`src/rtl/grant_decoder_ctrl.sv`:
```
// -----------------------------------------------------------------------------
// grant_decoder_ctrl
//
// Purpose:
//   Sequential grant issuer for the output side of a priority encoder. It
//   accepts an encoded winner index through a valid/ready handshake and drives
//   a registered one-hot grant to that requester. The grant is held until the
//   requester raises done. One dead cycle (GAP) then follows, so two grants
//   never overlap (break-before-make).
//
// Optional feature (macro GRANT_TIMEOUT_EN):
//   When defined, a hold counter force-releases a grant that has been high
//   for HOLD_MAX cycles without done. timeout pulses for one cycle in the
//   first cycle where gnt reads 0. When undefined, no counter exists, a grant
//   is held until done, and timeout is tied low.
//
// Parameters:
//   N         number of requesters / grant lines (>= 2)
//   HOLD_MAX  grant-cycle limit when the timeout is built in (>= 1)
//
// Ports:
//   clk        in   single clock, rising edge
//   rst        in   asynchronous active-high reset
//   req_idx    in   encoded winner index
//   req_valid  in   req_idx is valid
//   req_ready  out  block can accept an index (state == IDLE)
//   done       in   current grantee releases its grant
//   gnt        out  registered one-hot grant
//   gnt_idx    out  index of current grant, holds last value when idle
//   busy       out  a grant is active
//   timeout    out  one-cycle pulse when a grant is force-released
// -----------------------------------------------------------------------------
module grant_decoder_ctrl #(
    parameter  int N        = 8,
    parameter  int HOLD_MAX = 15,
    localparam int IW       = (N > 1) ? $clog2(N) : 1
) (
    input  logic          clk,
    input  logic          rst,
    input  logic [IW-1:0] req_idx,
    input  logic          req_valid,
    output logic          req_ready,
    input  logic          done,
    output logic [N-1:0]  gnt,
    output logic [IW-1:0] gnt_idx,
    output logic          busy,
    output logic          timeout
);

    typedef enum logic [1:0] {
        IDLE  = 2'd0,
        GRANT = 2'd1,
        GAP   = 2'd2
    } state_t;

    // Elaboration-time guard on the hold limit.
    if (HOLD_MAX < 1) begin : g_bad_hold_max
        $error("grant_decoder_ctrl: HOLD_MAX must be at least 1");
    end

    // N widened by one bit so the range check stays meaningful even when N
    // is a power of two (the index can then never be out of range).
    localparam logic [IW:0] N_W = (IW+1)'(N);

    state_t        state_q, state_d;
    logic [N-1:0]  gnt_q, gnt_d;
    logic [IW-1:0] gnt_idx_q, gnt_idx_d;
    logic          busy_q, busy_d;
    logic          timeout_q, timeout_d;

    logic [N-1:0]  gnt_dec;
    logic          idx_in_range;

    // One-hot decode of the incoming index, one comparator per grant line.
    for (genvar gi = 0; gi < N; gi++) begin : g_dec
        assign gnt_dec[gi] = (req_idx == IW'(gi));
    end

    assign idx_in_range = ({1'b0, req_idx} < N_W);

`ifdef GRANT_TIMEOUT_EN
    localparam int CW = $clog2(HOLD_MAX + 1);
    localparam logic [CW-1:0] CNT_LAST = CW'(HOLD_MAX - 1);
    localparam logic [CW-1:0] CNT_SAT  = CW'(HOLD_MAX);

    // Counts completed GRANT cycles without done; on the HOLD_MAX-th grant
    // cycle it reads HOLD_MAX-1, which is when the release is scheduled.
    logic [CW-1:0] cnt_q, cnt_d;
`endif

    always_comb begin
        state_d   = state_q;
        gnt_d     = gnt_q;
        gnt_idx_d = gnt_idx_q;
        busy_d    = busy_q;
        timeout_d = 1'b0;
`ifdef GRANT_TIMEOUT_EN
        cnt_d     = cnt_q;
`endif
        case (state_q)
            IDLE: begin
                // An out-of-range index still completes the handshake but is
                // dropped without a grant.
                if (req_valid && idx_in_range) begin
                    gnt_d     = gnt_dec;
                    gnt_idx_d = req_idx;
                    busy_d    = 1'b1;
                    state_d   = GRANT;
`ifdef GRANT_TIMEOUT_EN
                    cnt_d     = '0;
`endif
                end
            end
            GRANT: begin
                if (done) begin
                    // done takes priority over a simultaneous timeout.
                    gnt_d   = '0;
                    busy_d  = 1'b0;
                    state_d = GAP;
`ifdef GRANT_TIMEOUT_EN
                end else if (cnt_q >= CNT_LAST) begin
                    gnt_d     = '0;
                    busy_d    = 1'b0;
                    timeout_d = 1'b1;
                    state_d   = GAP;
                end else if (cnt_q != CNT_SAT) begin
                    cnt_d = cnt_q + 1'b1;
`endif
                end
            end
            GAP: begin
                state_d = IDLE;
            end
            default: begin
                state_d = IDLE;
                gnt_d   = '0;
                busy_d  = 1'b0;
            end
        endcase
    end

    always_ff @(posedge clk or posedge rst) begin
        if (rst) begin
            state_q   <= IDLE;
            gnt_q     <= '0;
            gnt_idx_q <= '0;
            busy_q    <= 1'b0;
            timeout_q <= 1'b0;
`ifdef GRANT_TIMEOUT_EN
            cnt_q     <= '0;
`endif
        end else begin
            state_q   <= state_d;
            gnt_q     <= gnt_d;
            gnt_idx_q <= gnt_idx_d;
            busy_q    <= busy_d;
            timeout_q <= timeout_d;
`ifdef GRANT_TIMEOUT_EN
            cnt_q     <= cnt_d;
`endif
        end
    end

    assign req_ready = (state_q == IDLE);
    assign gnt       = gnt_q;
    assign gnt_idx   = gnt_idx_q;
    assign busy      = busy_q;
    assign timeout   = timeout_q;

endmodule
```
`config.mk`:
```
export PLATFORM = sky130hd
export DESIGN_NAME = grant_decoder_ctrl
export DESIGN_NICKNAME = d
export VERILOG_FILES = /design/src/rtl/grant_decoder_ctrl.sv
export SDC_FILE = /design/constraint.sdc
export NUM_CORES = 1
export LEC_CHECK = 0
export CAP_MARGIN = 20
export CORE_MARGIN = 5
export CORE_UTILIZATION = 42
export CTS_CLUSTER_DIAMETER = 200
export CTS_CLUSTER_SIZE = 8
export DETAILED_ROUTE_END_ITERATION = 12
export MAX_ROUTING_LAYER = met4
export PLACE_DENSITY = 0.85
export SLEW_MARGIN = 40
export SYNTH_ARGS = -nofsm -noshare
export SYNTH_HDL_FRONTEND = slang
export SYNTH_SLANG_ARGS = --single-unit
```
`constraint.sdc`:
```
create_clock -name clk -period 1.69 [get_ports clk]
set_clock_uncertainty 0.1 [all_clocks]
set_input_delay 0.2535 -clock clk [delete_from_list [all_inputs] [get_ports clk]]
set_output_delay 0.2535 -clock clk [all_outputs]
set_load 0.005 [all_outputs]
```
## Yosys cells after proc, flatten, opt, wreduce, memory -nomap -nowiden

Index checks and enable logic that the tools add are counted.

- Flip-flop bits (word level): 14
- Bits in latches: 0
- Memory bits (writable): 0
- Memory bits (read-only): 0
- Input bits: 7
- Output and inout bits: 14
- Logic and storage cells: 30
- Memories kept: 0

- Add/subtract/negate cells: 0
- Multipliers: 0
- Divide/modulo/power cells: 0
- $lt $le $gt $ge: 0
- Eq/ne operators: 11
- Shifts and indexed selects: 0
- Muxes and demuxes: 9
- Bitwise operators: 1
- Reduce and logical (&&, ||, !) cells: 5

Operators by type and width:

| kind | number |
|---|---|
| 8-bit one-hot mux with 3 select lines | 1 |
| 8-bit two-way mux | 2 |
| 3-bit == test, second input constant | 4 |
| 3-bit by 2-bit == test with 1-bit output, second input constant | 2 |
| 2-bit two-way mux | 2 |
| 2-bit != test, second input constant | 2 |
| 2-bit one-hot mux with 2 select lines | 1 |
| 2-bit AND reduction | 2 |
| 3-bit by 1-bit == test with 1-bit output, second input constant | 1 |
| 3-bit logical NOT | 1 |
| 1-bit one-hot mux with 3 select lines | 1 |
| 3-bit AND reduction | 1 |
| 2-bit by 1-bit == test with 1-bit output, second input constant | 1 |
| 2-bit == test, second input constant | 1 |
| 2-bit logical NOT | 1 |
| 1-bit two-way mux | 2 |
| 1-bit inverter | 1 |

## Logic depth before layout (Yosys ltp)

Gate-level depths: netlist of the first run.

- Depth in word-level cells: 3
- Mapped depth: 3
- Mapped depth without buffers: 3

## Worst setup path after synthesis of the first run

Ideal clock, no wire load.

- Path kind: flip-flop to flip-flop
- Start point: register state_q[1]
- End point: register gnt_idx_q[0], in the netlist gnt_idx[0]
- Setup time: 125 ps
- Arrival: 1104 ps
- Required time: 1465 ps
- Path slack: 361 ps
- Stages on the path, launching flop included: 3
- Path buffers: 0
- Clock period less this slack: 1329 ps
- Path through: dfrtp_1 -> nor3b_4 -> mux2_2

- Longest elaborated chain between the ends: 2

RTL lines:

| item | RTL line | text |
|---|---|---|
| from (decl) | 65 | `state_t state_q, state_d;` |
| from (signal assigned) | 153 | `state_q <= state_d;` |
| 2-bit logical NOT | 100 | `case (state_q)` |
| 2-bit AND reduction (no line) | - |  |
| to (signal assigned) | 155 | `gnt_idx_q <= gnt_idx_d;` |
| to (decl) | 67 | `logic [IW-1:0] gnt_idx_q, gnt_idx_d;` |

Every way passes these cells.
A chain may end at the register's enable or synchronous reset.

## Final worst setup path of the first run

- Start point: register busy_q, in the netlist busy
- End point: output port busy

RTL lines:

| item | RTL line | text |
|---|---|---|
| from (decl) | 68 | `logic busy_q, busy_d;` |
| from (signal assigned) | 156 | `busy_q <= busy_d;` |
| to (decl) | 46 | `output logic busy,` |

No word-level cell between the ends.

==> results of run 1 <==
## cells by family (layout without fill, tap and decap cells)
group                  Yosys count  after routing  synth area share
DFF                             14             14             0.588
muxes                            3              3            0.0567
and+or+nand+nor                 15             15             0.160
buffers and inverters            3             27            0.0252
other                            1              1           0.00630
AOI/OAI and AO/OA               12             12             0.164
## state kept, by name, summed over array words and instances (netlist names)
| register | cells |
|---|---|
| gnt | 8 |
| gnt_idx | 3 |
| state_q | 2 |
| busy | 1 |
## cells in the final DEF (no fill, tap or decap), types with 2 or more instances in the layout
master and n:
a22o_1 7, and2b_1 2, buf_4 2, clkbuf_4 3
clkdlybuf4s50_1 18, dfrtp_1 12, dfrtp_2 2, inv_1 2
mux2_2 3, nand2_1 2, nand2b_1 3, nor2_1 4
## timing repair
action	in CTS	in global routing
setup buffers	2	0
pin swaps	0	0
setup endpoints to repair	1	1
gates resized for setup	2	1
endpoints found under the hold margin	0	0
## path summary, 6_finish.rpt
path	start	slack, ns	to
min in group clk	gnt[7]	0.40	gnt[7]
max	busy	0.17	busy
min reg2reg	gnt[7]	0.40	gnt[7]
max in group asynchronous	rst	0.92	state_q[0]
max reg2reg	state_q[1]	0.19	gnt[5]
min	rst	0.20	gnt[4]
## where the power goes
part | internal (W) | total [W] | switching (W)
logic | 0.000217 | 0.000346 | 0.000129
registers | 0.000409 | 0.000452 | 0.0000439
clock network | 0.000131 | 0.000231 | 0.0000997
total | 0.000757 | 0.00103 | 0.000272
## final cells by class
| type | count | area [um2] |
|---|---|---|
| clock buffer | 4 | 36.3 |
| inverter | 2 | 7.51 |
| timing repair buffer | 21 | 208 |
| fill | 101 | 464 |
| multi-input combinational | 31 | 230 |
| sequential | 14 | 353 |
| tap | 15 | 18.8 |
## per-stage QoR
step	worst slack (ns)	cell area [um2]
final	0.169	853
after global routing	0.100	853
after CTS	0.0369	851
after detailed placement	-0.00311	797
after global placement	0.0450	797
after floorplan	0.361	596
## metal layers
metal  wire [um]  part of all wire
met1         543              0.47
met2         518              0.45
met3          72             0.062
met4          22             0.019
met5           0                 0
==> flow_metrics.env, run 1 <==
export IMPL_clk_latency_ns=0.27
export IMPL_gp_congestion=0.732
export IMPL_dp_cells=81
export IMPL_cp_arrival_ns=1.17
export IMPL_worst_path_buf_inv=1
export IMPL_die_w_um=47.7
export IMPL_synthToLayoutAreaGrowth_pct=43.3
export IMPL_power_w=0.00103
export IMPL_ys_async_sr_fraction=1.00
export IMPL_cts_hold_buf=0
export IMPL_ys_top_cells_by_count="14 x dfrtp_1, 7 x a22o_1, 4 x nor2_1, 3 x mux2_2, 3 x nand2b_1"
export IMPL_grt_pass1_wl_um=1880
export IMPL_synth_warnings=0
export IMPL_drv_cap=0
export IMPL_cp_end_kind="primary output"
export IMPL_fin_crit_sh=0.900
export IMPL_slowest_delay_ns=0.51
export IMPL_gr_max_usage_layer="met2"
export IMPL_maxSlewViolCount=0
export IMPL_first_global_vias=441
export IMPL_max_freq_mhz=658
export IMPL_finalNetCount=80
export IMPL_use_met2=0.182
export IMPL_yosys_cell_types_count=19
export IMPL_tightest_slew_ns=0.503
export IMPL_whs_ns=0.203
export IMPL_status="finished, final reports clean"
export IMPL_die_h_um=47.7
export IMPL_worstPathCellList="clkdlybuf4s50_1"
export IMPL_drt_iter0_markers=5
export IMPL_antenna_cells=0
export IMPL_avgSynthCellArea_um2=12.4
export IMPL_cts_sinks=14
export IMPL_leakagePower_nw=0.396
export IMPL_h_tree_depth=1
export IMPL_root_buffer="clkbuf_4"
export IMPL_clock_path_buffers=2
export IMPL_final_core_util=0.648
export IMPL_yosys_most_used_dff="dfrtp_1"
export IMPL_ir_drop_uv=680
export IMPL_met3_usage=0.0338
export IMPL_grt_met1_usage=0.161
export IMPL_synth_edf_count=0
export IMPL_slew_headroom=0.664
export IMPL_path_depth=1
export IMPL_drive_gt1_frac=0.208
export IMPL_setup_viol=0
export IMPL_worstHoldPathType="input port to asynchronous set/reset pin"
export IMPL_die_area_um2=2270
export IMPL_wirelength_um=1160
export IMPL_r2r_cells=4
export IMPL_syn_area_um2=596
export IMPL_crit_family="buffers and inverters"
export IMPL_required_ns=1.34
export IMPL_p_per_area_nw_per_um2=1210
export IMPL_dp_hpwl_um=874
export IMPL_ys_ff_latch=14
export IMPL_final_cells=87
export IMPL_detail_route_antenna_nets=0
export IMPL_yosysMostFrequentCell="dfrtp_1"
export IMPL_fp_row_count=13
export IMPL_cts_buffers=3
export IMPL_finalHoldViolCount=0
export IMPL_start_util=0.452
export IMPL_viasPerCell=5.17
export IMPL_ys_seq_area_frac=0.588
export IMPL_grt_usage=0.128
export IMPL_cp_max_fo=3
export IMPL_rsz0062_at_grt="false"
export IMPL_synthCells=48
export IMPL_synth_top_area_frac=0.588
export IMPL_cts_tree="yes"
export IMPL_synth_top_area_cell="dfrtp_1"
export IMPL_vias=450
export IMPL_drc_errors=0
export IMPL_synth_nets=55
export IMPL_ys_top_cells_by_area="dfrtp_1 59%, a22o_1 10%, mux2_2 5.7%"
export IMPL_port_buffers=19
export IMPL_drtPass1Iterations=4
export IMPL_ioPinCount=21
export IMPL_grt_ovfl_total=0
export IMPL_worstSetupPathType="register to primary output"
export IMPL_slowest_stage="clkdlybuf4s50_1"
export IMPL_fin_crit_ns=1.52
export IMPL_path_clk_slew_ns=0.08
export IMPL_grt_max_degree=15
export IMPL_antenna_found_initial=0
export IMPL_crit_path_start_kind="register"
export IMPL_fin_tns_setup_ns=0
export IMPL_wl_per_cell_um=13.3
export IMPL_coreArea_um2=1320
(Power assumes the default switching activity.)
==> inputs of run 2 (changes only) <==
Settings changed: SLEW_MARGIN 40 to 20.
==> results of run 2 <==
Final layout, timing and power as in run 1 (identical DEF).
==> inputs of run 3 (changes only) <==
Settings changed: SLEW_MARGIN 20 to unset.
==> results of run 3 <==
Final layout, timing and power as in run 1 (identical DEF).
